File: src/rtl/wb_ram_arbiter.sv
`default_nettype none
// ============================================================================
// Module   : wb_ram_arbiter
// Purpose  : Two-master Wishbone arbiter in front of one shared RAM slave.
//            Alternating priority on contention, bus lock while the granted
//            master holds cyc, per-beat ack timeout with a one-cycle err pulse.
// Revision : 1.0 - initial release
// ============================================================================
module wb_ram_arbiter #(
  parameter int DATA_WIDTH   = 32,
  parameter int ADDR_WIDTH   = 16,
  parameter int SELECT_WIDTH = DATA_WIDTH / 8,
  parameter int TIMEOUT      = 16
) (
  input  logic                    clk,
  input  logic                    rst,
  // master 0
  input  logic [ADDR_WIDTH-1:0]   m0_adr_i,
  input  logic [DATA_WIDTH-1:0]   m0_dat_i,
  input  logic [SELECT_WIDTH-1:0] m0_sel_i,
  input  logic                    m0_we_i,
  input  logic                    m0_cyc_i,
  input  logic                    m0_stb_i,
  output logic [DATA_WIDTH-1:0]   m0_dat_o,
  output logic                    m0_ack_o,
  output logic                    m0_err_o,
  // master 1
  input  logic [ADDR_WIDTH-1:0]   m1_adr_i,
  input  logic [DATA_WIDTH-1:0]   m1_dat_i,
  input  logic [SELECT_WIDTH-1:0] m1_sel_i,
  input  logic                    m1_we_i,
  input  logic                    m1_cyc_i,
  input  logic                    m1_stb_i,
  output logic [DATA_WIDTH-1:0]   m1_dat_o,
  output logic                    m1_ack_o,
  output logic                    m1_err_o,
  // shared slave
  output logic [ADDR_WIDTH-1:0]   s_adr_o,
  output logic [DATA_WIDTH-1:0]   s_dat_o,
  output logic [SELECT_WIDTH-1:0] s_sel_o,
  output logic                    s_we_o,
  output logic                    s_cyc_o,
  output logic                    s_stb_o,
  input  logic [DATA_WIDTH-1:0]   s_dat_i,
  input  logic                    s_ack_i,
  // arbitration status
  output logic [1:0]              grant_o
);

  // Counter is at least one bit wide so TIMEOUT=0 still elaborates cleanly.
  localparam int CNT_W = (TIMEOUT > 0) ? $clog2(TIMEOUT + 1) : 1;
  localparam logic [CNT_W-1:0] CNT_LAST = CNT_W'((TIMEOUT > 0) ? TIMEOUT - 1 : 0);

  typedef enum logic [1:0] {
    IDLE   = 2'b00,
    GRANT0 = 2'b01,
    GRANT1 = 2'b10
  } state_t;

  state_t           state;
  logic [1:0]       grant;
  logic             last_grant;   // index of the master served most recently
  logic [CNT_W-1:0] tmo_cnt;
  logic             m0_err;
  logic             m1_err;
  logic             stall;
  logic             expire;
  logic [CNT_W-1:0] cnt_next;

  // Route the granted master straight onto the slave bus; idle bus is all zero.
  always_comb begin
    s_adr_o = '0;
    s_dat_o = '0;
    s_sel_o = '0;
    s_we_o  = 1'b0;
    s_cyc_o = 1'b0;
    s_stb_o = 1'b0;
    if (grant[0]) begin
      s_adr_o = m0_adr_i;
      s_dat_o = m0_dat_i;
      s_sel_o = m0_sel_i;
      s_we_o  = m0_we_i;
      s_cyc_o = m0_cyc_i;
      s_stb_o = m0_stb_i;
    end else if (grant[1]) begin
      s_adr_o = m1_adr_i;
      s_dat_o = m1_dat_i;
      s_sel_o = m1_sel_i;
      s_we_o  = m1_we_i;
      s_cyc_o = m1_cyc_i;
      s_stb_o = m1_stb_i;
    end
  end

  // Slave responses only reach the granted master; ack in IDLE goes nowhere.
  assign m0_ack_o = s_ack_i & grant[0];
  assign m1_ack_o = s_ack_i & grant[1];
  assign m0_dat_o = grant[0] ? s_dat_i : '0;
  assign m1_dat_o = grant[1] ? s_dat_i : '0;
  assign m0_err_o = m0_err;
  assign m1_err_o = m1_err;
  assign grant_o  = grant;

  // A beat is stalled while strobed and unacknowledged; ack beats the timeout.
  assign stall = s_cyc_o & s_stb_o & ~s_ack_i;

  // Next timeout count and expiry flag for the current stalled beat.
  always_comb begin
    expire   = 1'b0;
    cnt_next = '0;
    if ((TIMEOUT != 0) && stall) begin
      if (tmo_cnt == CNT_LAST) begin
        expire = 1'b1;
      end else begin
        cnt_next = tmo_cnt + CNT_W'(1);
      end
    end
  end

  // Arbitration FSM with registered grant, timeout counter and err pulses.
  always_ff @(posedge clk or posedge rst) begin
    if (rst) begin
      state      <= IDLE;
      grant      <= 2'b00;
      last_grant <= 1'b1;
      tmo_cnt    <= '0;
      m0_err     <= 1'b0;
      m1_err     <= 1'b0;
    end else begin
      m0_err <= 1'b0;
      m1_err <= 1'b0;
      case (state)
        IDLE: begin
          tmo_cnt <= '0;
          if (m0_cyc_i && (!m1_cyc_i || last_grant)) begin
            state <= GRANT0;
            grant <= 2'b01;
          end else if (m1_cyc_i) begin
            state <= GRANT1;
            grant <= 2'b10;
          end
        end
        GRANT0: begin
          if (!m0_cyc_i) begin
            state      <= IDLE;
            grant      <= 2'b00;
            last_grant <= 1'b0;
            tmo_cnt    <= '0;
          end else begin
            tmo_cnt <= cnt_next;
            m0_err  <= expire;
          end
        end
        GRANT1: begin
          if (!m1_cyc_i) begin
            state      <= IDLE;
            grant      <= 2'b00;
            last_grant <= 1'b1;
            tmo_cnt    <= '0;
          end else begin
            tmo_cnt <= cnt_next;
            m1_err  <= expire;
          end
        end
        default: begin
          state   <= IDLE;
          grant   <= 2'b00;
          tmo_cnt <= '0;
        end
      endcase
    end
  end

endmodule
`default_nettype wire
File: config.mk
export PLATFORM = sky130hd
export DESIGN_NAME = wb_ram_arbiter
export DESIGN_NICKNAME = d
export VERILOG_FILES = /design/src/rtl/wb_ram_arbiter.sv
export SDC_FILE = /design/constraint.sdc
export NUM_CORES = 1
export LEC_CHECK = 0
export CAP_MARGIN = 15
export CORE_AREA = 2 2 104 106
export CTS_BUF_LIST = sky130_fd_sc_hd__clkbuf_8
export DETAILED_ROUTE_END_ITERATION = 7
export DIE_AREA = 0 0 106 108
export HOLD_SLACK_MARGIN = 0.02
export PLACE_DENSITY = 0.73
export SLEW_MARGIN = 20
export SYNTH_ARGS = -nofsm -noshare
export SYNTH_HDL_FRONTEND = slang
export SYNTH_SLANG_ARGS = --single-unit
File: constraint.sdc
create_clock -name clk -period 3.95 [get_ports clk]
set_input_delay 0.395 -clock clk [delete_from_list [all_inputs] [get_ports clk]]
set_output_delay 0.395 -clock clk [all_outputs]
set_load 0.005 [all_outputs]
# ---- Yosys cells after proc, flatten, opt, wreduce, memory -nomap -nowiden
# Index checks and enable logic that the tools add are counted.
dict set report word_totals {
  reg_bits 10
  latch_bits 0
  ram_bits 0
  romBits 0
  input_bits 145
  out_inout_bits 125
  elab_cells 57
  memories 0
}
dict set report op_classes {
  addsub 1
  multipliers 0
  div 0
  magnitude_cmp 0
  eq_ne 6
  shift 0
  mux 33
  bitwise 5
  reduce_logical 7
}
# cell count
set op_table {}
lappend op_table {{$mux 32} 4}
lappend op_table {{$mux 16} 2}
lappend op_table {{$mux 5} 4}
lappend op_table {{$mux 1} 14}
lappend op_table {{$pmux 5 s2} 1}
lappend op_table {{$mux 2} 4}
lappend op_table {{$mux 4} 2}
lappend op_table {{$pmux 2 s3} 1}
lappend op_table {{$reduce_and 3->1} 2}
lappend op_table {{$add 5x1->5 const B} 1}
lappend op_table {{$eq 5x4->1 const B} 1}
lappend op_table {{$and 1x1->1} 4}
lappend op_table {{$ne 2x2->1 const B} 2}
lappend op_table {{$ne 3x3->1 const B} 1}
lappend op_table {{$eq 2x1->1 const B} 1}
lappend op_table {{$eq 2x2->1 const B} 1}
lappend op_table {{$logic_not 2->1} 1}
lappend op_table {{$pmux 1 s2} 1}
lappend op_table {{$reduce_bool 2->1} 1}
lappend op_table {{$logic_and 1x1->1} 1}
lappend op_table {{$logic_not 1->1} 1}
lappend op_table {{$logic_or 1x1->1} 1}
lappend op_table {{$not 1->1} 1}

# ---- Depth between registers and ports, before layout
# Gate-level depths: netlist (run 1).
dict set report depth {
  depth_word 7
  ltp_mapped 7
  ltp_nobuf 5
}

# ---- Least setup slack after synthesis (run 1)
# OpenSTA, ideal clock, no wires.
dict set report synth_path {
  kind {register to register}
  startpoint {reg, netlist name grant_o[0]}
  endpoint {reg last_grant}
  setup_time_ps 79
  arrival_ps 1656
  required_ps 3871
  path_slack_ps 2215
  stages_incl_launch_ff 8
  n_path_buf 2
  period_less_slack_ps 1735
  cell_sequence {dfrtp_1 -> buf_6 -> clkbuf_1 -> inv_1 -> ha_1 -> a22oi_1 -> nand2_1 -> a22o_1}
}
# element line_no
set synth_lines {}
lappend synth_lines {{end signal: assignment} 125} ;# last_grant <= 1'b1;
lappend synth_lines {{end signal: assignment} 147} ;# last_grant <= 1'b0;
lappend synth_lines {{end signal: assignment} 158} ;# last_grant <= 1'b1;
lappend synth_lines {{end: declaration} 62} ;# logic last_grant;

# ---- Final worst setup path (run 1)
dict set report layout_path {
  startpoint {reg grant[1] (netlist: grant_o[1])}
  endpoint {out s_dat_o[5]}
}
dict set report layout_via {
  elab_chain_len 2
}
# element line_no
set layout_lines {}
lappend layout_lines {{start: declaration} 61} ;# logic [1:0] grant;
lappend layout_lines {{start signal: assignment} 124} ;# grant <= 2'b00;
lappend layout_lines {{start signal: assignment} 137} ;# grant <= 2'b01;
lappend layout_lines {{start signal: assignment} 140} ;# grant <= 2'b10;
lappend layout_lines {{$mux 32} 85} ;# end else if (grant[1]) begin
lappend layout_lines {{$mux 32} 78} ;# if (grant[0]) begin
lappend layout_lines {{end: declaration} 39} ;# output logic [DATA_WIDTH-1:0] s_dat_o,
# No other way between the ends.

==> results of run 1 <==
==> power by group through the flow <==
| stage | Combinational [uW] | Sequential, uW | Clock, uW |
|---|---|---|---|
| floorplan | 608 | 133 | 0 |
| global placement | 1560 | 133 | 0 |
| detailed placement | 1580 | 132 | 0 |
| CTS | 1590 | 131 | 130 |
| global route | 1690 | 134 | 138 |
| finish | 1570 | 131 | 127 |
==> registers in the layout, indices dropped and copies added, names as in the netlist <==
| name | cells |
|---|---|
| grant_o | 2 |
| last_grant | 1 |
| tmo_cnt | 5 |
| m1_err_o | 1 |
| m0_err_o | 1 |
==> through the flow <==
step	power (uW)	utilization (%)	hold WS, ps
final	1830	42.9	440
after global routing	1960	42.9	491
after CTS	1850	42.9	448
after detailed placement	1710	42.3	486
after global placement	1690	42.3	458
after floorplan	741	-	234
==> final cells by class <==
| class | count | area [um^2] |
|---|---|---|
| tap | 136 | 170 |
| multi-input combinational | 159 | 1170 |
| inverter | 6 | 22.5 |
| timing repair buffer | 272 | 2720 |
| sequential | 10 | 253 |
| fill | 998 | 5850 |
| clock buffer | 4 | 55.1 |
==> synth_stat cells <==
cell,count,area share [%]
buf_2,5,1.6
buf_6,1,0.74
nor4_2,3,2.5
a221o_1,1,0.66
and4_1,1,0.57
nand3_1,2,0.66
nand3b_1,1,0.49
o21ai_0,2,0.66
a21oi_1,2,0.66
xnor2_1,1,0.57
nor3_1,3,0.98
xor2_1,1,0.57
buf_4,1,0.49
o2111ai_1,1,0.57
nand3b_4,1,1.3
nand2_1,10,2.5
a22oi_1,1,0.49
nor2_1,3,0.74
and2_1,66,27
ha_1,4,3.3
dfstp_2,1,1.7
nand4_1,1,0.41
clkbuf_1,12,3.0
a22o_1,55,32
dfrtp_1,9,15
inv_1,6,1.5
==> cells by family after synthesis <==
family | share of synthesized area, %
DFF | 16.5
and+or+nand+nor | 37.2
adders and majority gates | 3.28
buffers and inverters | 7.30
xor gates and xnor gates | 1.15
AOI/OAI and AO/OA | 34.6
==> worst max-delay path by stage <==
stage                     startpoint  cells past startpoint          to  slack [ps]
final                     grant_o[1]                      6  s_dat_o[5]         990
after global routing      grant_o[1]                      6  s_dat_o[5]         720
after CTS                 grant_o[1]                      6  s_dat_o[5]         940
after detailed placement  grant_o[1]                      6  s_dat_o[4]        1220
after global placement    grant_o[1]                      6  s_dat_o[4]        1270
after floorplan           grant_o[0]                      7  last_grant        2210
==> routing by layer <==
metal	up-vias	GRT usage [%]	part of all wire (%)
li1	1213	-	-
met1	1140	18.3	39
met2	125	26.8	51
met3	8	5.67	9.0
met4	0	2.26	1.1
met5	-	0	0
==> impl_metrics.env, run 1 <==
export IMPL_avgSynthCellArea_um2=7.86
export IMPL_maxCapViolCount=0
export IMPL_grtUsageTotal_pct=15.3
export IMPL_finalCriticalPeriod_ps=2960
export IMPL_numCtsBuffers=3
export IMPL_synthesis_nets=343
export IMPL_rsz0062_at_grt="no"
export IMPL_tightest_slew_ps=856
export IMPL_crit_required_ps=3560
export IMPL_grt_overflow_total=0
export IMPL_p_int_uw=1180
export IMPL_dpl_cell_count=583
export IMPL_layout_nets=601
export IMPL_period_share_pct=75.0
export IMPL_cts_max_level=1
export IMPL_min_path_type="primary input to async pin"
export IMPL_clock_latency_ps=230
export IMPL_ir_worst_vdd_v=0.000222
export IMPL_post_cts_repair_setup_buffers=0
export IMPL_rrSetupSlack_ps=1680
export IMPL_die_h_um=108
export IMPL_die_w_um=106
export IMPL_grt_pass1_vias=2521
export IMPL_p_leak_uw=0.00170
export IMPL_crit_top_cell="buf_4"
export IMPL_r2r_cells=6
export IMPL_dpl_cell_area_mm2=0.00433
export IMPL_fin_area_mm2=0.00439
export IMPL_critPathMaxStageDelay_ps=580
export IMPL_die_area_mm2=0.0114
export IMPL_drive_above_1_share_pct=3.10
export IMPL_post_drt_via_cell_ratio=4.24
export IMPL_cts_sinks=10
export IMPL_antenna_found_initial=0
export IMPL_hpwl_um=8220
export IMPL_cts_resized_gates=0
export IMPL_fin_ws_ps=986
export IMPL_swShare_pct=35.2
export IMPL_core_rowCount=37
export IMPL_arrival_ps=2570
export IMPL_cp_cell_sequence="buf_4, inv_1, nor2_4, buf_4, a22o_1, clkdlybuf4s50_1"
export IMPL_p_per_area_mw_per_mm2=417
export IMPL_p_sw_uw=644
export IMPL_setup_viol=0
export IMPL_cp_end_kind="output port"
export IMPL_layout_cells_non_filler=587
export IMPL_num_vias=2486
export IMPL_antenna_cells=0
export IMPL_dr_pass1_iters=4
export IMPL_slew_headroom_pct=42.9
export IMPL_cp_start_kind="flop"
export IMPL_final_setup_tns_ps=0
export IMPL_ys_ff_latch=10
export IMPL_r2r_start="grant_o[0]"
export IMPL_yosysWarnings=0
export IMPL_grt_max_degree=94
export IMPL_comb_power_share_pct=85.9
export IMPL_path_buf_inv=4
export IMPL_io_buffer_count=269
export IMPL_status="finished, final reports clean"
export IMPL_routed_wl_um=9860
export IMPL_cts_hold_buf=0
export IMPL_seqPwrFrac_pct=7.2
export IMPL_grt_first_pass_wirelength_um=13900
export IMPL_r2r_end="tmo_cnt[2]"
export IMPL_drcViolationCount=0
export IMPL_cp_max_fo=47
export IMPL_hold_viol_final=0
export IMPL_final_common_cell="clkdlybuf4s50_1"
export IMPL_pin_count=270
export IMPL_post_drt_wl_per_cell_um=16.8
export IMPL_cts_clk_slew_worst_paths_ps=50
export IMPL_clockBufferDepth=2
export IMPL_slowest_stage="clkdlybuf4s50_1"
export IMPL_fmax_ghz=0.337
export IMPL_synthToLayoutAreaGrowth_pct=188
export IMPL_gp_congestion=0.852
export IMPL_synth_area_mm2=0.00153
export IMPL_core_area_mm2=0.0102
export IMPL_syn_inst=194
export IMPL_layout_common_cells="269 x clkdlybuf4s50_1, 66 x and2_1, 55 x a22o_1"
export IMPL_path_class="flop to output port"
export IMPL_seq_area_frac_synth_pct=16.5
export IMPL_start_util_pct=14.9
export IMPL_synth_cell_types=26
export IMPL_pre_cts_slack_ps=1220
export IMPL_crit_family="buffers and inverters"
export IMPL_pwr_share_clk_pct=6.9
export IMPL_postRouteAntennaNets=0
export IMPL_slew_violations=0
export IMPL_cts_root_buf="clkbuf_8"
export IMPL_first_iter_violations=85
export IMPL_final_setup_skew_ps=2.98
export IMPL_cts_tree="built"
(Power assumes the default switching activity.)
==> inputs of run 2 (changes only) <==
--- a/config.mk
+++ b/config.mk
@@ -11,7 +11,7 @@
 export DETAILED_ROUTE_END_ITERATION = 7
 export DIE_AREA = 0 0 106 108
 export HOLD_SLACK_MARGIN = 0.02
-export PLACE_DENSITY = 0.73
+export PLACE_DENSITY = 0.75
 export SLEW_MARGIN = 20
 export SYNTH_ARGS = -nofsm -noshare
 export SYNTH_HDL_FRONTEND = slang
==> constraint.sdc (replaced) <==
create_clock -name clk -period 2.7 [get_ports clk]
set_input_delay 0.27 -clock clk [delete_from_list [all_inputs] [get_ports clk]]
set_output_delay 0.27 -clock clk [all_outputs]
set_load 0.005 [all_outputs]
==> run 2 against run 1 <==
Net effect: clock-buffer cell count unchanged; global-route usage unchanged; via count increased by 1.2%; critical endpoint is now s_dat_o[3].
==> impl_metrics.env, run 2 (synthesized netlist as in run 1, its figures left out) <==
export IMPL_gp_congestion=0.769
export IMPL_pwr_share_clk_pct=7.0
export IMPL_dpl_cell_area_mm2=0.00436
export IMPL_cts_clk_slew_worst_paths_ps=50
export IMPL_start_util_pct=14.9
export IMPL_hold_viol_final=0
export IMPL_p_per_area_mw_per_mm2=618
export IMPL_use_met1_pct=18.9
export IMPL_cp_endpoint="s_dat_o[3]"
export IMPL_post_cts_repair_setup_buffers=0
export IMPL_drcViolationCount=0
export IMPL_slew_headroom_pct=73.7
export IMPL_final_setup_tns_ps=0
export IMPL_rsz0062_at_grt="no"
export IMPL_cp_start_kind="flop"
export IMPL_p_int_uw=1770
export IMPL_core_rowCount=37
export IMPL_core_area_mm2=0.0102
export IMPL_dr_pass1_iters=4
export IMPL_use_met2_pct=27.6
export IMPL_r2r_end="grant_o[0]"
export IMPL_first_iter_violations=163
export IMPL_swShare_pct=35.1
export IMPL_ir_worst_vdd_v=0.000355
export IMPL_clockBufferDepth=2
export IMPL_die_h_um=108
export IMPL_cp_max_fo=47
export IMPL_cts_resized_gates=0
export IMPL_p_total_uw=2730
export IMPL_r2r_start="grant_o[0]"
export IMPL_routed_wl_um=9690
export IMPL_maxCapViolCount=0
export IMPL_period_share_pct=83.0
export IMPL_comb_power_share_pct=85.6
export IMPL_post_drt_wl_per_cell_um=16.5
export IMPL_regMostFlops="tmo_cnt"
export IMPL_fin_area_mm2=0.00442
export IMPL_grt_overflow_total=0
export IMPL_slew_violations=0
export IMPL_dpl_cell_count=584
export IMPL_numCtsBuffers=3
export IMPL_final_common_cell="clkdlybuf4s50_1"
export IMPL_clock_latency_ps=240
export IMPL_grt_pass1_vias=2602
export IMPL_crit_required_ps=2430
export IMPL_status="finished, final reports clean"
export IMPL_finalCriticalPeriod_ps=2240
export IMPL_rrSetupSlack_ps=930
export IMPL_grt_first_pass_wirelength_um=14000
export IMPL_r2r_cells=6
export IMPL_grt_busiest_layer="met2"
export IMPL_antenna_found_initial=0
export IMPL_antenna_cells=0
export IMPL_setup_viol=0
export IMPL_layout_common_cells="269 x clkdlybuf4s50_1, 66 x and2_1, 55 x a22o_1"
export IMPL_cts_root_buf="clkbuf_8"
export IMPL_cts_hold_buf=0
export IMPL_pin_count=270
export IMPL_grtUsageMet3_pct=3.50
export IMPL_startpoint="grant_o[1]"
export IMPL_drive_above_1_share_pct=3.32
export IMPL_post_drt_via_cell_ratio=4.28
export IMPL_p_sw_uw=959
export IMPL_layout_cells_non_filler=588
export IMPL_cp_end_kind="output port"
export IMPL_final_setup_skew_ps=2.46
export IMPL_grtUsageTotal_pct=15.3
export IMPL_min_path_type="primary input to async pin"
export IMPL_layout_nets=602
export IMPL_cts_tree="built"
export IMPL_cts_sinks=10
export IMPL_grt_max_degree=68
export IMPL_utilization_pct=43.2
export IMPL_tightest_slew_ps=394
export IMPL_largest_reg_flops=5
export IMPL_seqPwrFrac_pct=7.3
export IMPL_fmax_ghz=0.446
export IMPL_path_class="flop to output port"
export IMPL_num_vias=2516
export IMPL_die_area_mm2=0.0114
export IMPL_synthToLayoutAreaGrowth_pct=190
export IMPL_io_buffer_count=269
export IMPL_p_leak_uw=0.00171
export IMPL_arrival_ps=1970
export IMPL_hpwl_um=8230
export IMPL_cts_max_level=1
export IMPL_die_w_um=106
export IMPL_postRouteAntennaNets=0
run 2: worst max-delay path, stage by stage (launching register included):
cell	delay [ps]
dfrtp_1	350
inv_1	100
nor2_4	240
buf_12	260
a22o_1	240
clkdlybuf4s50_1	540
run 2: stage by stage:
stage | setup WS, ps | hold slack, ps
floorplan | 965 | 109
global placement | 738 | 460
detailed placement | 713 | 465
CTS | 438 | 323
global route | 372 | 358
finish | 459 | 317
run 2: final cells by class:
cell class,instances,area (um^2)
Inverter,6,22.5
Clock buffer,4,55.1
Sequential cell,10,253
Tap cell,136,170
Multi-Input combinational cell,159,1170
Timing Repair Buffer,273,2750
Fill cell,973,5810
run 2: worst min path at each step:
stage,start,slack (ps),end
5_1_grt,rst,360,tmo_cnt[3]
4_1_cts,rst,320,m1_err_o
6_report,rst,320,m1_err_o
3_5_place_dp,tmo_cnt[4],460,m0_err_o
2_1_floorplan,rst,110,grant_o[0]
3_3_place_gp,tmo_cnt[4],460,m0_err_o
run 2: layer usage:
metal,wire [um],share of wire (%)
met1,3810,39
met2,5010,52
met4,119,1.2
met5,0,0
met3,755,7.8
run 2: power groups by stage:
stage	combinational, uW	clock [uW]	sequential, uW
6_report	2340	192	200
5_1_grt	2510	207	202
4_1_cts	2360	198	200
3_5_place_dp	2350	0	201
3_3_place_gp	2320	0	199
2_1_floorplan	890	0	195
==> inputs of run 3 (changes only) <==
--- a/config.mk
+++ b/config.mk
@@ -6,12 +6,12 @@
 export NUM_CORES = 1
 export LEC_CHECK = 0
 export CAP_MARGIN = 15
-export CORE_AREA = 2 2 104 106
+export CORE_AREA = 2 2 105 107
 export CTS_BUF_LIST = sky130_fd_sc_hd__clkbuf_8
 export DETAILED_ROUTE_END_ITERATION = 7
-export DIE_AREA = 0 0 106 108
+export DIE_AREA = 0 0 107 109
 export HOLD_SLACK_MARGIN = 0.02
-export PLACE_DENSITY = 0.75
+export PLACE_DENSITY = 0.72
 export SLEW_MARGIN = 20
 export SYNTH_ARGS = -nofsm -noshare
 export SYNTH_HDL_FRONTEND = slang
==> constraint.sdc (replaced) <==
create_clock -name clk -period 2.3 [get_ports clk]
set_input_delay 0.23 -clock clk [delete_from_list [all_inputs] [get_ports clk]]
set_output_delay 0.23 -clock clk [all_outputs]
set_load 0.005 [all_outputs]
==> run 3 against run 2 <==
Net effect: routed wire length decreased by 3.1%; critical path depth unchanged; power up 18%; first-iteration DRC count decreased by 28%; combinational power is 18% higher; register-to-register slack worse by 360 ps; clock power up 19%; non-clock buffer count grew 1; clock skew is 1.9 ps lower; flip-flop and latch count is the same; global-route usage fell by 0.82 points; die area rose by 1.9%; largest cell class unchanged; largest power group unchanged.
==> impl_metrics.env, run 3 (synthesized netlist as in run 1, its figures left out) <==
export IMPL_status="finished, final reports clean"
export IMPL_io_buffer_count=269
export IMPL_crit_required_ps=2070
export IMPL_grt_pass1_vias=2515
export IMPL_critPathMaxStageDelay_ps=520
export IMPL_p_sw_uw=1140
export IMPL_period_share_pct=90.3
export IMPL_p_leak_uw=0.00171
export IMPL_final_setup_tns_ps=0
export IMPL_numCtsBuffers=3
export IMPL_antenna_found_initial=0
export IMPL_cts_max_level=1
export IMPL_finalCriticalPeriod_ps=2080
export IMPL_cts_resized_gates=0
export IMPL_start_util_pct=14.4
export IMPL_post_drt_via_cell_ratio=4.24
export IMPL_pwr_share_clk_pct=7.1
export IMPL_clock_latency_ps=240
export IMPL_p_total_uw=3220
export IMPL_synthToLayoutAreaGrowth_pct=190
export IMPL_cp_start_kind="flop"
export IMPL_routed_wl_um=9390
export IMPL_clockBufferDepth=2
export IMPL_post_cts_repair_setup_buffers=0
export IMPL_cp_max_fo=43
export IMPL_slowest_stage="clkdlybuf4s50_1"
export IMPL_postRouteAntennaNets=0
export IMPL_drcViolationCount=0
export IMPL_layout_nets=603
export IMPL_hold_viol_final=0
export IMPL_cp_end_kind="output port"
export IMPL_slew_headroom_pct=74.1
export IMPL_drive_above_1_share_pct=3.53
export IMPL_slew_violations=0
export IMPL_cts_clk_slew_worst_paths_ps=50
export IMPL_rsz0062_at_grt="no"
export IMPL_post_drt_wl_per_cell_um=15.8
export IMPL_dr_pass1_iters=4
export IMPL_final_common_cell="clkdlybuf4s50_1"
export IMPL_fmax_ghz=0.481
export IMPL_final_setup_skew_ps=0.579
export IMPL_die_w_um=107
export IMPL_layout_common_cells="269 x clkdlybuf4s50_1, 66 x and2_1, 55 x a22o_1"
export IMPL_grt_overflow_total=0
export IMPL_path_class="flop to output port"
export IMPL_hold_ws_ps=262
export IMPL_hpwl_um=7960
export IMPL_die_h_um=109
export IMPL_cts_sinks=10
export IMPL_maxCapViolCount=0
export IMPL_regMostFlops="tmo_cnt"
export IMPL_antenna_cells=0
export IMPL_largest_reg_flops=5
export IMPL_core_area_mm2=0.0106
export IMPL_p_per_area_mw_per_mm2=728
export IMPL_cts_hold_buf=0
export IMPL_num_vias=2513
export IMPL_utilization_pct=41.8
export IMPL_cts_tree="built"
export IMPL_core_rowCount=38
export IMPL_arrival_ps=1850
export IMPL_gp_congestion=0.859
export IMPL_min_path_type="primary input to async pin"
export IMPL_pin_count=270
export IMPL_cp_cell_sequence="inv_1, nor2_4, buf_12, a22o_1, clkdlybuf4s50_1"
export IMPL_first_iter_violations=118
export IMPL_comb_power_share_pct=85.7
export IMPL_setup_viol=0
export IMPL_grt_first_pass_wirelength_um=13400
export IMPL_tightest_slew_ps=389
export IMPL_grt_max_degree=54
export IMPL_die_area_mm2=0.0117
export IMPL_seqPwrFrac_pct=7.2
export IMPL_swShare_pct=35.3
export IMPL_grtUsageTotal_pct=14.5
export IMPL_cts_root_buf="clkbuf_8"
export IMPL_p_int_uw=2090
export IMPL_ir_worst_vdd_v=0.000369
==> run 3: cell types whose count changed in the layout (fill, tap and decap cells not counted) <==
cell	before	now
buf_4	2	3
==> run 3: critical path: cells and delay by family, from the launching register on <==
kind | cells | cell delay [ps]
DFF | 1 | 350
buffers and inverters | 3 | 850
AOI/OAI and AO/OA | 1 | 220
and+or+nand+nor | 1 | 160
==> run 3: power groups by stage <==
stage / logic (uW) / clock network, uW / registers [uW]
after global placement: 2760 / 0 / 236
after CTS: 2800 / 234 / 233
after global routing: 2960 / 242 / 235
after detailed placement: 2780 / 0 / 235
final: 2760 / 228 / 233
after floorplan: 1040 / 0 / 229
==> run 3: final timing paths <==
kind                             from     endpoint  slack [ps]  cells past startpoint
setup / recovery           grant_o[1]  s_dat_o[23]         220                      5
hold / removal                    rst   tmo_cnt[0]         260                      2
setup reg to reg           grant_o[0]   last_grant         570                      6
hold reg to reg            tmo_cnt[0]   tmo_cnt[0]         490                      1
max in group asynchronous         rst   last_grant        1730                      2
min in group clk           tmo_cnt[0]   tmo_cnt[0]         490                      1
==> run 3: cell type report <==
class                      count  area, um^2
clock buffer                   4        55.1
inverter                       6        22.5
timing repair buffer         274        2760
multi-input combinational    159        1170
fill                        1042        6170
sequential                    10         253
tap                          140         175
==> run 3: per-layer routing <==
layer / part of all wire [%] / global-route usage (%) / wire length [um]
met5: 0 / 0 / 0
met4: 1.6 / 3.80 / 150
met3: 6.6 / 3.05 / 616
met2: 52 / 25.3 / 4890
met1: 40 / 18.1 / 3730
==> run 3: metrics by stage <==
stage	setup slack [ps]	instance area, um^2	std cells
final	223	4430	593
after CTS	229	4430	593
after detailed placement	516	4380	589
after global placement	556	4380	589
after floorplan	565	1530	194
after global routing	142	4430	593
